--- config.mk ---
export PLATFORM = sky130hd
export DESIGN_NAME = oam_dma_arbiter_flat
export DESIGN_NICKNAME = d
export VERILOG_FILES = /design/src/rtl/oam_dma_arbiter_if.sv /design/src/rtl/oam_dma_arbiter.sv /design/src/flat_wrapper.sv
export SDC_FILE = /design/constraint.sdc
export NUM_CORES = 1
export LEC_CHECK = 0
export ABC_AREA = 1
export CAP_MARGIN = 20
export CORE_ASPECT_RATIO = 0.5
export CORE_UTILIZATION = 50
export DETAILED_ROUTE_END_ITERATION = 8
export PLACE_DENSITY = 0.83
export SYNTH_ARGS = -nofsm -noshare
export SYNTH_HDL_FRONTEND = slang
export SYNTH_SLANG_ARGS = --single-unit
--- constraint.sdc ---
create_clock -name clock -period 5.73 [get_ports clock]
set_clock_uncertainty 0.1 [all_clocks]
set_input_delay 1.146 -clock clock [delete_from_list [all_inputs] [get_ports clock]]
set_output_delay 1.146 -clock clock [all_outputs]
set_load 0.01 [all_outputs]
--- src/rtl/oam_dma_arbiter_if.sv ---
`default_nettype none
// +----------------------------------------------------------------------+
// | Module  : oam_dma_arbiter_if                                         |
// | Brief   : CPU-side and memory-side bus bundle for oam_dma_arbiter    |
// | Revision: 1.0                                                        |
// +----------------------------------------------------------------------+
interface oam_dma_arbiter_if;
   logic [15:0] cpu_address;
   logic [7:0]  cpu_wdata;
   logic [7:0]  cpu_rdata;
   logic        cpu_nread;
   logic        cpu_nwrite;
   logic [15:0] mem_address;
   logic [7:0]  mem_wdata;
   logic [7:0]  mem_rdata;
   logic        mem_nread;
   logic        mem_nwrite;
   logic        mem_nsel;
   logic        dma_active;

   modport master (
      input  cpu_address, cpu_wdata, cpu_nread, cpu_nwrite, mem_rdata,
      output cpu_rdata, mem_address, mem_wdata, mem_nread, mem_nwrite, mem_nsel, dma_active
   );

   modport slave (
      output cpu_address, cpu_wdata, cpu_nread, cpu_nwrite, mem_rdata,
      input  cpu_rdata, mem_address, mem_wdata, mem_nread, mem_nwrite, mem_nsel, dma_active
   );
endinterface
`default_nettype wire

--- src/rtl/oam_dma_arbiter.sv ---
`default_nettype none
// +----------------------------------------------------------------------+
// | Module  : oam_dma_arbiter                                            |
// | Brief   : Shares the memory bus between the CPU and an OAM DMA copy  |
// | Revision: 1.0                                                        |
// +----------------------------------------------------------------------+
module oam_dma_arbiter #(
   parameter logic [15:0] DMA_REG_ADDR = 16'hFF46,
   parameter logic [15:0] DMA_DST_BASE = 16'hFE00,
   parameter int          DMA_LEN      = 160,
   parameter int          START_DELAY  = 1,
   parameter logic [7:0]  OPEN_BUS     = 8'hFF
) (
   input  logic              clock,
   input  logic              reset,
   oam_dma_arbiter_if.master bus
);
   typedef enum logic [1:0] {
      S_IDLE  = 2'd0,
      S_DELAY = 2'd1,
      S_RD    = 2'd2,
      S_WR    = 2'd3
   } state_t;

   localparam logic [7:0] c_last_idx     = 8'(DMA_LEN - 1);
   localparam logic [1:0] c_delay_reload = (START_DELAY > 0) ? 2'(START_DELAY - 1) : 2'd0;
   localparam state_t     c_start_state  = (START_DELAY > 0) ? S_DELAY : S_RD;

   state_t     r_state, w_state_nxt;
   logic [7:0] r_dma_reg, w_dma_reg_nxt;
   logic [7:0] r_idx, w_idx_nxt;
   logic [7:0] r_latch, w_latch_nxt;
   logic [1:0] r_delay, w_delay_nxt;
   logic       r_restart_pend, w_restart_pend_nxt;
   logic [7:0] r_restart_val, w_restart_val_nxt;

   logic        w_reg_hit;
   logic        w_reg_write;
   logic [15:0] w_src_addr;
   logic [15:0] w_dst_addr;
   logic [15:0] w_mem_address;
   logic [7:0]  w_mem_wdata;
   logic        w_mem_nread;
   logic        w_mem_nwrite;
   logic [7:0]  w_cpu_rdata;

   assign w_reg_hit   = (bus.cpu_address == DMA_REG_ADDR);
   assign w_reg_write = w_reg_hit && !bus.cpu_nwrite;
   assign w_src_addr  = {r_dma_reg, 8'h00} + {8'h00, r_idx};
   assign w_dst_addr  = DMA_DST_BASE + {8'h00, r_idx};

   always_ff @(posedge clock or posedge reset) begin
      if (reset) begin
         r_state        <= S_IDLE;
         r_dma_reg      <= 8'h00;
         r_idx          <= 8'h00;
         r_latch        <= 8'h00;
         r_delay        <= 2'd0;
         r_restart_pend <= 1'b0;
         r_restart_val  <= 8'h00;
      end else begin
         r_state        <= w_state_nxt;
         r_dma_reg      <= w_dma_reg_nxt;
         r_idx          <= w_idx_nxt;
         r_latch        <= w_latch_nxt;
         r_delay        <= w_delay_nxt;
         r_restart_pend <= w_restart_pend_nxt;
         r_restart_val  <= w_restart_val_nxt;
      end
   end

   always_comb begin
      w_state_nxt        = r_state;
      w_dma_reg_nxt      = r_dma_reg;
      w_idx_nxt          = r_idx;
      w_latch_nxt        = r_latch;
      w_delay_nxt        = r_delay;
      w_restart_pend_nxt = r_restart_pend;
      w_restart_val_nxt  = r_restart_val;
      case (r_state)
         S_IDLE: begin
            if (w_reg_write) begin
               w_dma_reg_nxt = bus.cpu_wdata;
               w_idx_nxt     = 8'h00;
               w_delay_nxt   = c_delay_reload;
               w_state_nxt   = c_start_state;
            end
         end
         S_DELAY: begin
            if (w_reg_write) begin
               w_dma_reg_nxt = bus.cpu_wdata;
               w_delay_nxt   = c_delay_reload;
            end else if (r_delay == 2'd0) begin
               w_state_nxt = S_RD;
            end else begin
               w_delay_nxt = r_delay - 2'd1;
            end
         end
         S_RD: begin
            w_latch_nxt = bus.mem_rdata;
            w_state_nxt = S_WR;
            // A restart here is deferred until the pending write has landed
            if (w_reg_write) begin
               w_restart_pend_nxt = 1'b1;
               w_restart_val_nxt  = bus.cpu_wdata;
            end
         end
         default: begin
            if (w_reg_write || r_restart_pend) begin
               w_dma_reg_nxt      = w_reg_write ? bus.cpu_wdata : r_restart_val;
               w_idx_nxt          = 8'h00;
               w_delay_nxt        = c_delay_reload;
               w_restart_pend_nxt = 1'b0;
               w_state_nxt        = c_start_state;
            end else if (r_idx == c_last_idx) begin
               w_state_nxt = S_IDLE;
            end else begin
               w_idx_nxt   = r_idx + 8'h01;
               w_state_nxt = S_RD;
            end
         end
      endcase
   end

   always_comb begin
      w_mem_address = bus.cpu_address;
      w_mem_wdata   = bus.cpu_wdata;
      w_mem_nread   = 1'b1;
      w_mem_nwrite  = 1'b1;
      w_cpu_rdata   = w_reg_hit ? r_dma_reg : OPEN_BUS;
      case (r_state)
         S_IDLE: begin
            if (!w_reg_hit) begin
               w_mem_nread  = bus.cpu_nread;
               w_mem_nwrite = bus.cpu_nwrite;
               w_cpu_rdata  = bus.mem_rdata;
            end
         end
         S_DELAY: begin
            w_mem_address = w_src_addr;
         end
         S_RD: begin
            w_mem_address = w_src_addr;
            w_mem_nread   = 1'b0;
         end
         default: begin
            w_mem_address = w_dst_addr;
            w_mem_wdata   = r_latch;
            w_mem_nwrite  = 1'b0;
         end
      endcase
      // Strobes must stay quiet for the whole reset pulse, even with CPU strobes low
      if (reset) begin
         w_mem_nread  = 1'b1;
         w_mem_nwrite = 1'b1;
      end
   end

   assign bus.mem_address = w_mem_address;
   assign bus.mem_wdata   = w_mem_wdata;
   assign bus.mem_nread   = w_mem_nread;
   assign bus.mem_nwrite  = w_mem_nwrite;
   assign bus.mem_nsel    = w_mem_nread & w_mem_nwrite;
   assign bus.cpu_rdata   = w_cpu_rdata;
   assign bus.dma_active  = (r_state != S_IDLE);

endmodule
`default_nettype wire

--- src/flat_wrapper.sv ---
// flat-port wrapper written by rule: the top's interface ports become plain ports
module oam_dma_arbiter_flat 
#(
   parameter logic [15:0] DMA_REG_ADDR = 16'hFF46,
   parameter logic [15:0] DMA_DST_BASE = 16'hFE00,
   parameter int          DMA_LEN      = 160,
   parameter int          START_DELAY  = 1,
   parameter logic [7:0]  OPEN_BUS     = 8'hFF
)
  (clock, reset, bus_cpu_address, bus_cpu_wdata, bus_cpu_nread, bus_cpu_nwrite, bus_mem_rdata, bus_cpu_rdata, bus_mem_address, bus_mem_wdata, bus_mem_nread, bus_mem_nwrite, bus_mem_nsel, bus_dma_active);
  oam_dma_arbiter_if bus_i ();
  input  logic clock;
  input  logic reset;
  input wire logic [$bits(bus_i.cpu_address)-1:0] bus_cpu_address;
  input wire logic [$bits(bus_i.cpu_wdata)-1:0] bus_cpu_wdata;
  input wire logic [$bits(bus_i.cpu_nread)-1:0] bus_cpu_nread;
  input wire logic [$bits(bus_i.cpu_nwrite)-1:0] bus_cpu_nwrite;
  input wire logic [$bits(bus_i.mem_rdata)-1:0] bus_mem_rdata;
  output wire logic [$bits(bus_i.cpu_rdata)-1:0] bus_cpu_rdata;
  output wire logic [$bits(bus_i.mem_address)-1:0] bus_mem_address;
  output wire logic [$bits(bus_i.mem_wdata)-1:0] bus_mem_wdata;
  output wire logic [$bits(bus_i.mem_nread)-1:0] bus_mem_nread;
  output wire logic [$bits(bus_i.mem_nwrite)-1:0] bus_mem_nwrite;
  output wire logic [$bits(bus_i.mem_nsel)-1:0] bus_mem_nsel;
  output wire logic [$bits(bus_i.dma_active)-1:0] bus_dma_active;
  assign bus_i.cpu_address = bus_cpu_address;
  assign bus_i.cpu_wdata = bus_cpu_wdata;
  assign bus_i.cpu_nread = bus_cpu_nread;
  assign bus_i.cpu_nwrite = bus_cpu_nwrite;
  assign bus_i.mem_rdata = bus_mem_rdata;
  assign bus_cpu_rdata = bus_i.cpu_rdata;
  assign bus_mem_address = bus_i.mem_address;
  assign bus_mem_wdata = bus_i.mem_wdata;
  assign bus_mem_nread = bus_i.mem_nread;
  assign bus_mem_nwrite = bus_i.mem_nwrite;
  assign bus_mem_nsel = bus_i.mem_nsel;
  assign bus_dma_active = bus_i.dma_active;
  oam_dma_arbiter #(.DMA_REG_ADDR(DMA_REG_ADDR), .DMA_DST_BASE(DMA_DST_BASE), .DMA_LEN(DMA_LEN), .START_DELAY(START_DELAY), .OPEN_BUS(OPEN_BUS)) u_core (.clock(clock), .reset(reset), .bus(bus_i));
endmodule
## Word level (Yosys, flattened, before mapping)

Index checks and enable logic that the tools add are counted.

| word-level totals | value |
|---|---|
| flip-flop bits (word level) | 37 |
| output and inout port bits | 36 |

| operators by class | value |
|---|---|
| add/subtract/negate cells | 4 |
| eq/ne operators | 11 |
| multiplexer cells | 33 |
| bitwise logic cells | 4 |
| reduce and logical (&&, ||, !) cells | 17 |

Operators by type and width:

| operator | count |
|---|---|
| two-way mux 8 bit | 10 |
| case mux 16 bit (2 select lines) | 1 |
| case mux 8 bit (2 select lines) | 2 |
| two-way mux 2 bit | 9 |
| adder 16 x 8 -> 16 bit | 1 |
| equality test 16 bit (second input constant) | 1 |
| case mux 2 bit (3 select lines) | 2 |
| AND reduction 3 bit | 4 |
| adder 10 x 9 -> 11 bit (first input constant) | 1 |
| adder 8 x 1 -> 8 bit (second input constant) | 1 |
| equality test 8 bit (second input constant) | 1 |
| != test 2 x 1 -> 1 bit (second input constant) | 4 |
| two-way mux 1 bit | 6 |
| != test 3 x 2 -> 1 bit (second input constant) | 2 |
| case mux 1 bit (2 select lines) | 3 |
| nonzero test 2 bit | 3 |
| zero test 2 bit | 2 |
| AND reduction 4 bit | 1 |
| OR reduction 2 bit | 2 |
| inverter 1 bit | 3 |
| nonzero test 3 bit | 1 |
| OR reduction 3 bit | 1 |
| equality test 2 x 1 -> 1 bit (second input constant) | 1 |
| equality test 2 bit (second input constant) | 1 |
| other kinds (6) | 6 |

## Longest topological paths before layout

Gate-level depths: netlist of run 1.

| depth | value |
|---|---|
| word-level depth | 5 |
| mapped depth | 11 |

## Least setup slack after synthesis of run 1

No wires, ideal clock.

| path | value |
|---|---|
| path type | input port to output port |
| start | input port reset |
| end | output port bus_mem_nsel |
| arrival time | 2.470 ns |
| required time | 4.484 ns |
| slack | 2.014 ns |
| stages | 4 |
| path buffers | 0 |
| path through | inv_1 nand3_1 nand2_1 inv_1 |

| on the way | value |
|---|---|
| cells in the longest elaborated chain, start to end | 2 |
| elaborated cells on any way between the ends | 3 |
| those cells by class | mux (2); bitwise (1) |

RTL lines:

| what | line | RTL |
|---|---|---|
| from (decl) | flat_wrapper.sv:13 | `input logic reset;` |
| two-way mux 1 bit | oam_dma_arbiter.sv:153 | `if (reset) begin` |
| via bus_mem_nwrite | flat_wrapper.sv:23 | `output wire logic [$bits(bus_i.mem_nwrite)-1:0] bus_mem_nwrite;` |
| bitwise AND 1 bit | oam_dma_arbiter.sv:163 | `assign bus.mem_nsel = w_mem_nread & w_mem_nwrite;` |
| to (decl) | flat_wrapper.sv:24 | `output wire logic [$bits(bus_i.mem_nsel)-1:0] bus_mem_nsel;` |

The timed path passes the listed nets, and every way through them passes these cells.

## Final worst setup path of run 1

| path | value |
|---|---|
| start | register u_core.r_state[1] |
| end | output port bus_mem_address[7] |

| on the way | value |
|---|---|
| cells in the longest elaborated chain, start to end | 3 |
| elaborated cells on any way between the ends | 5 |
| those cells by class | eq/ne (2); mux (1); reduce/logical (2) |

RTL lines:

| what | line | RTL |
|---|---|---|
| from (decl) | oam_dma_arbiter.sv:29 | `state_t r_state, w_state_nxt;` |
| from (signal assigned) | oam_dma_arbiter.sv:62 | `r_state <= w_state_nxt;` |
| equality test 2 x 1 -> 1 bit / equality test 2 bit (equally long branches) | oam_dma_arbiter.sv:131 | `case (r_state)` |
| OR reduction 2 bit (no line) | - |  |
| case mux 16 bit (2 select lines) (*) | oam_dma_arbiter.sv:131 |  |
| to (decl) | flat_wrapper.sv:20 | `output wire logic [$bits(bus_i.mem_address)-1:0] bus_mem_address;` |

Mark *: on every way between the ends. The rest lies on a longest branch, timed or not.

==> results of run 1 <==
[cell usage after synthesis, drive strengths merged]
master,number,area [sq um]
o22ai,6,37.5
a31oi,8,50.1
a31o,1,8.76
nand3b,1,20.0
nand4,6,37.5
o21bai,2,15.0
o21ai,27,135
nor3,3,20.0
nor2,42,214
xnor2,2,17.5
dfrtp,37,926
buf,1,5.00
a21oi,6,41.3
nand3,28,163
o31ai,1,7.51
clkinv,1,3.75
a221o,6,60.1
nand2,147,574
xor2,3,26.3
inv,57,216
ha,7,87.6
clkbuf,9,33.8
[final cells by class]
cell class | instances | area share [%]
multi-input cells | 296 | 42.3
clock buffers | 6 | 2.03
flip-flops and latches | 37 | 25.9
well taps | 70 | 2.45
repair buffers | 72 | 20.1
inverters | 58 | 6.15
clock inverters | 2 | 1.08
[power groups by stage]
stage	Sequential (W)	Clock, W	Combinational [W]
after floorplan	0.000347	0	0.000624
after global placement	0.000356	0	0.00104
after detailed placement	0.000358	0	0.00104
after CTS	0.000353	0.000234	0.00105
after global routing	0.000359	0.000244	0.00115
final	0.000354	0.000234	0.00106
[kinds of logic after synthesis]
logic type,share of synthesized area (%)
and+or+nand+nor,38.1
buffers and inverters,9.59
AOI/OAI and AO/OA,13.2
DFF,34.3
adders and majority gates,3.24
xor gates and xnor gates,1.62
[stage by stage]
step	hold slack [ps]	setup WS (ps)	utilization, %	power [W]	instances
floorplan	342	2010	-	0.000970	401
global placement	355	1510	68.4	0.00139	533
detailed placement	360	1500	68.4	0.00140	533
CTS	380	1460	70.6	0.00164	541
global route	408	1230	70.6	0.00175	541
finish	378	1420	70.6	0.00164	541
[worst reg2reg max path, delay by kind of cell, from the launching register on]
kind                       cells  cell delay (ps)
DFF                            1              440
buffers and inverters          2              190
adders and majority gates      1              380
AOI/OAI and AO/OA              1              380
and+or+nand+nor                4             1120
[cells in the final DEF (no fill, tap or decap), drive strengths merged]
master / count
a21oi: 6
a221o: 6
a31o: 1
a31oi: 8
buf: 1
bufinv: 1
clkbuf: 6
clkdlybuf4s50: 71
clkinv: 2
dfrtp: 37
ha: 7
inv: 57
nand2: 147
nand3: 28
nand3b: 1
nand4: 6
nor2: 42
nor3: 3
o21ai: 27
o21bai: 2
o22ai: 6
o31ai: 1
xnor2: 2
xor2: 3
[per-layer routing]
layer  share of wire (%)  vias to the layer above  routed length [microns]  global-route usage, %
li1                    -                     1419                        -                      -
met1                  46                     1267                     3370                   34.5
met2                  46                       83                     3370                   47.1
met3                 5.3                       18                      388                   4.72
met4                 1.9                        0                      138                   9.26
met5                   0                        -                        0                      0
[final timing paths]
kind                              startpoint                       to  slack (ps)  cells after the start
hold reg to reg            u_core.r_latch[3]        u_core.r_latch[3]         380                      2
max in group asynchronous              reset  u_core.r_restart_val[2]        3910                      3
hold / removal             u_core.r_latch[3]        u_core.r_latch[3]         380                      2
min in group asynchronous              reset          u_core.r_idx[2]        1270                      3
setup reg to reg           u_core.r_state[0]      u_core.r_dma_reg[7]        3020                      8
setup / recovery           u_core.r_state[1]       bus_mem_address[7]        1420                      7
==> metrics, run 1 <==
global-route congestion overflow total=0; clk_lat worst skew=300 ps; Die Y=roughly 54 microns; Rows=18; filler instances=about 430; Worst VDD drop=approximately 0.00025 V; Max-Cap Viols=0; Peak Freq=~0.23 GHz; starting density of the core=53.3%; DRT iter0 DRCs=around 230; Total GRT Usage=between 20% and 30%; first-pass GRT wire length=11800 microns; drt drc=0; initial antenna violation count=0; Final Setup Violations=0; Num CTS Buffers=5; crit end category=output pin; cells after synthesis=around 400; Tightest Pin Transition=just over 1000 ps; sw power=approximately 0.00074 W; routability cong.=slightly above 0.9; fin nets=between 500 and 600; CP required=roughly 4500 ps; relative slew slack=32.4%; RSZ-0062 raised after global routing=false; setup_tns=0 ps; crit path cell chain=inv_1, ha_1, inv_1, nor2_1, inv_1, o22ai_1, clkdlybuf4s50_1; Area Growth Syn to Fin=32.5%; crit-path max FO=13; Hold Vio Cnt, Final=0; min Tclk post-route=4310 ps; Synth Area per Inst=6.73 sq um; # IOs=72; Vias/cell=a little over 5; Clock Sinks=37; Final ANT Viol Nets=0; DR pass1 iterations=5; CP Buf/Inv Count=4; Syn. warnings=0; status=completed; per-cell routed wire length=around 13 microns; die area=between 5000 and 6000 sq um; Hold WC Path Type=flip-flop to flip-flop; quantity of gates resized following cts=0; CTS H-Tree Depth=2; Max Slew Vio Count=0; die width=approximately 110 microns; CTS tree=built; Max Root-Sink Buffers=2; area occupied by multi-input gates=between 1500 and 2000 sq um; post-DP HPWL=roughly 5600 microns; CTS root buf=clkbuf_8; Tcrit/Tclk final=between 70% and 80%; Int Pwr=0.000909 W; pin count of the biggest net entering global routing=38; Yosys reg bits=37; vias=around 2800; Final Cell Area=roughly 3600 sq um; Critical Path AT=~3100 ps; Sequential cell area=926 sq um; Gate power share=between 60% and 70%; max incr delay on CP=approximately 560 ps; Hold Buf Count CTS=0; Total Wirelength=approximately 7300 microns; sequential-to-total area share from yosys stat=34.3%; Reg power frac=21.5%; Pleak=about 1.7 nW; Post-Syn Nets=~440; Crit Path Category=flip-flop to output pin; CP startpoint kind=flip-flop; via count of the first global-routing pass=between 2000 and 3000; Net Sw Frac=roughly 45%; # Post-CTS Setup Buffers=0; PortBufs=a little over 70; share of cells above drive strength 1=under 10%; PD cells=460 nW/um^2; Crit-path slowest cell=clkdlybuf4s50_1; Yosys cell types=33; Crit path max-delay family=buffers and inverters; core area=5070 sq um; Placed Area=3470 sq um; Post-Syn Area=2700 sq um; CTS clk-pin slew, worst paths=roughly 80 ps; Clk pwr share=14.2%; Top cell by count, worst path=inv_1; Antenna Cells=0
Power figures use the tool's default switching activity.
==> inputs of run 2 (changes only) <==
CORE_UTILIZATION = 49   (was 50)
PLACE_DENSITY = 0.82   (was 0.83)
clock period = 4 ns   (was 5.73 ns; I/O delays follow)
==> run 2 against run 1 <==
Compared with the run above:
- die area is 2.0% higher
- register-to-register slack worse by 1200 ps
- via count is 0.75% higher
- critical path depth stayed put
- combinational power is 44% higher
- cell area is 0.63% higher
- global-route usage is 0.53 points higher
- cell count is 0.55% higher
- non-clock buffer count is 3 higher
- critical endpoint is now bus_mem_address[3]
==> metrics, run 2 (synthesis gave the netlist of run 1 again) <==
status=completed; Max Slew Vio Count=0; Crit-path slowest cell=clkdlybuf4s50_1; Tot Pwr=0.00237 W; Crit Path Category=flip-flop to output pin; first-pass GRT wire length=about 12000 microns; max incr delay on CP=between 500 and 600 ps; commonest non-fill, non-tap cell in the layout=nand2_1; area occupied by multi-input gates=1520 sq um; per-cell routed wire length=about 14 microns; Hold Buf Count CTS=0; Placed Area=roughly 3500 sq um; Vias/cell=5.16; PD cells=657 nW/um^2; PortBufs=71; Tightest Pin Transition=~540 ps; share of cells above drive strength 1=between 7 and 8%; Top cell by count, worst path=inv_1; Final ANT Viol Nets=0; DR pass1 iterations=4; Hold Vio Cnt, Final=0; Total Wirelength=approximately 7400 microns; Tcrit/Tclk final=92.0%; vias=2808; Final Cell Area=roughly 3600 sq um; die width=~110 microns; initial antenna violation count=0; Final Setup Violations=0; Area Growth Syn to Fin=33.4%; CTS tree=built; starting density of the core=52.8%; Peak Freq=0.272 GHz; Total GRT Usage=27.4%; Worst Slack Setup Final=between 300 and 400 ps; Critical Path AT=2780 ps; Worst VDD drop=0.000336 V; Antenna Cells=0; most frequent cells in the layout=142 x nand2_1, 71 x clkdlybuf4s50_1, 50 x inv_1; post-DP HPWL=between 5000 and 6000 microns; fin nets=between 500 and 600; core area=between 5000 and 6000 sq um; CP startpoint kind=flip-flop; pre-CTS WS=between 400 and 500 ps; CP required=around 3100 ps; Max-Cap Viols=0; die area=between 5000 and 6000 sq um; setup_tns=0 ps; filler instances=433; Pleak=between 1.5 and 2 nW; # Post-CTS Setup Buffers=0; drt drc=0; final hold slack=about 380 ps; RSZ-0062 raised after global routing=false; Die Y=about 54 microns; CTS root buf=clkbuf_8; pin count of the biggest net entering global routing=38; Clock Sinks=37; CTS clk-pin slew, worst paths=~80 ps; clk_lat worst skew=300 ps; routability cong.=just under 0.9; crit path cell chain=inv_1, ha_1, inv_1, nor2_1, inv_1, o21ai_0, clkdlybuf4s50_1; min Tclk post-route=around 3700 ps; quantity of gates resized following cts=0; Hold WC Path Type=flip-flop to flip-flop; # IOs=around 70; CTS H-Tree Depth=2; Rows=18; crit-path max FO=13; relative slew slack=roughly 64%; DRT iter0 DRCs=170; global-route congestion overflow total=0; Num CTS Buffers=5; crit end category=output pin; Max Root-Sink Buffers=2; Sequential cell area=just over 900 sq um; via count of the first global-routing pass=2513
## run 2: report_power, final
group / internal (W) / switching, W / leakage (nW)
Combinational: 0.000685 / 0.000843 / 1.22
Sequential: 0.000450 / 0.0000542 / 0.411
Clock: 0.000187 / 0.000148 / 0.0554
Total: 0.00132 / 0.00105 / 1.69
## run 2: worst paths after layout
path / slack (ps) / depth (start not counted) / startpoint / endpoint
max: 320 / 7 / u_core.r_state[0] / bus_mem_address[3]
min: 380 / 2 / u_core.r_latch[3] / u_core.r_latch[3]
max reg2reg: 1830 / 9 / u_core.r_state[0] / u_core.r_idx[1]
min reg2reg: 380 / 2 / u_core.r_latch[3] / u_core.r_latch[3]
max in group asynchronous: 2580 / 3 / reset / u_core.r_idx[1]
min in group asynchronous: 870 / 3 / reset / u_core.r_delay[0]
## run 2: final cells by class
| cell class | instances | area share (%) |
|---|---|---|
| clock inverter | 2 | 1.08 |
| clock buffer | 6 | 2.02 |
| tap | 70 | 2.43 |
| timing repair buffer | 75 | 20.6 |
| sequential | 37 | 25.7 |
| inverter | 58 | 6.12 |
| multi-input combinational | 296 | 42.1 |
## run 2: through the flow
step / std cells / util, %
6_report: 544 / 70.4
2_1_floorplan: 401 / -
4_1_cts: 544 / 70.4
3_5_place_dp: 536 / 68.3
5_1_grt: 544 / 70.4
3_3_place_gp: 536 / 68.3
## run 2: worst max-delay path, delay by kind of cell (launching register included)
family                   cells  cell delay [ps]
buffers and inverters        4              990
AND/OR/NAND/NOR              1              320
AO/OA/AOI/OAI                1              230
adder cells (fa/ha/maj)      1              500
flip-flops                   1              440
## run 2: metal layers
layer  part of all wire (%)  vias up  GRT usage [%]
met5                      0        -              0
met4                    1.3        0           7.99
met3                    5.8       10           4.64
met2                     47       73           46.6
met1                     46     1305           36.7
li1                       -     1420              -
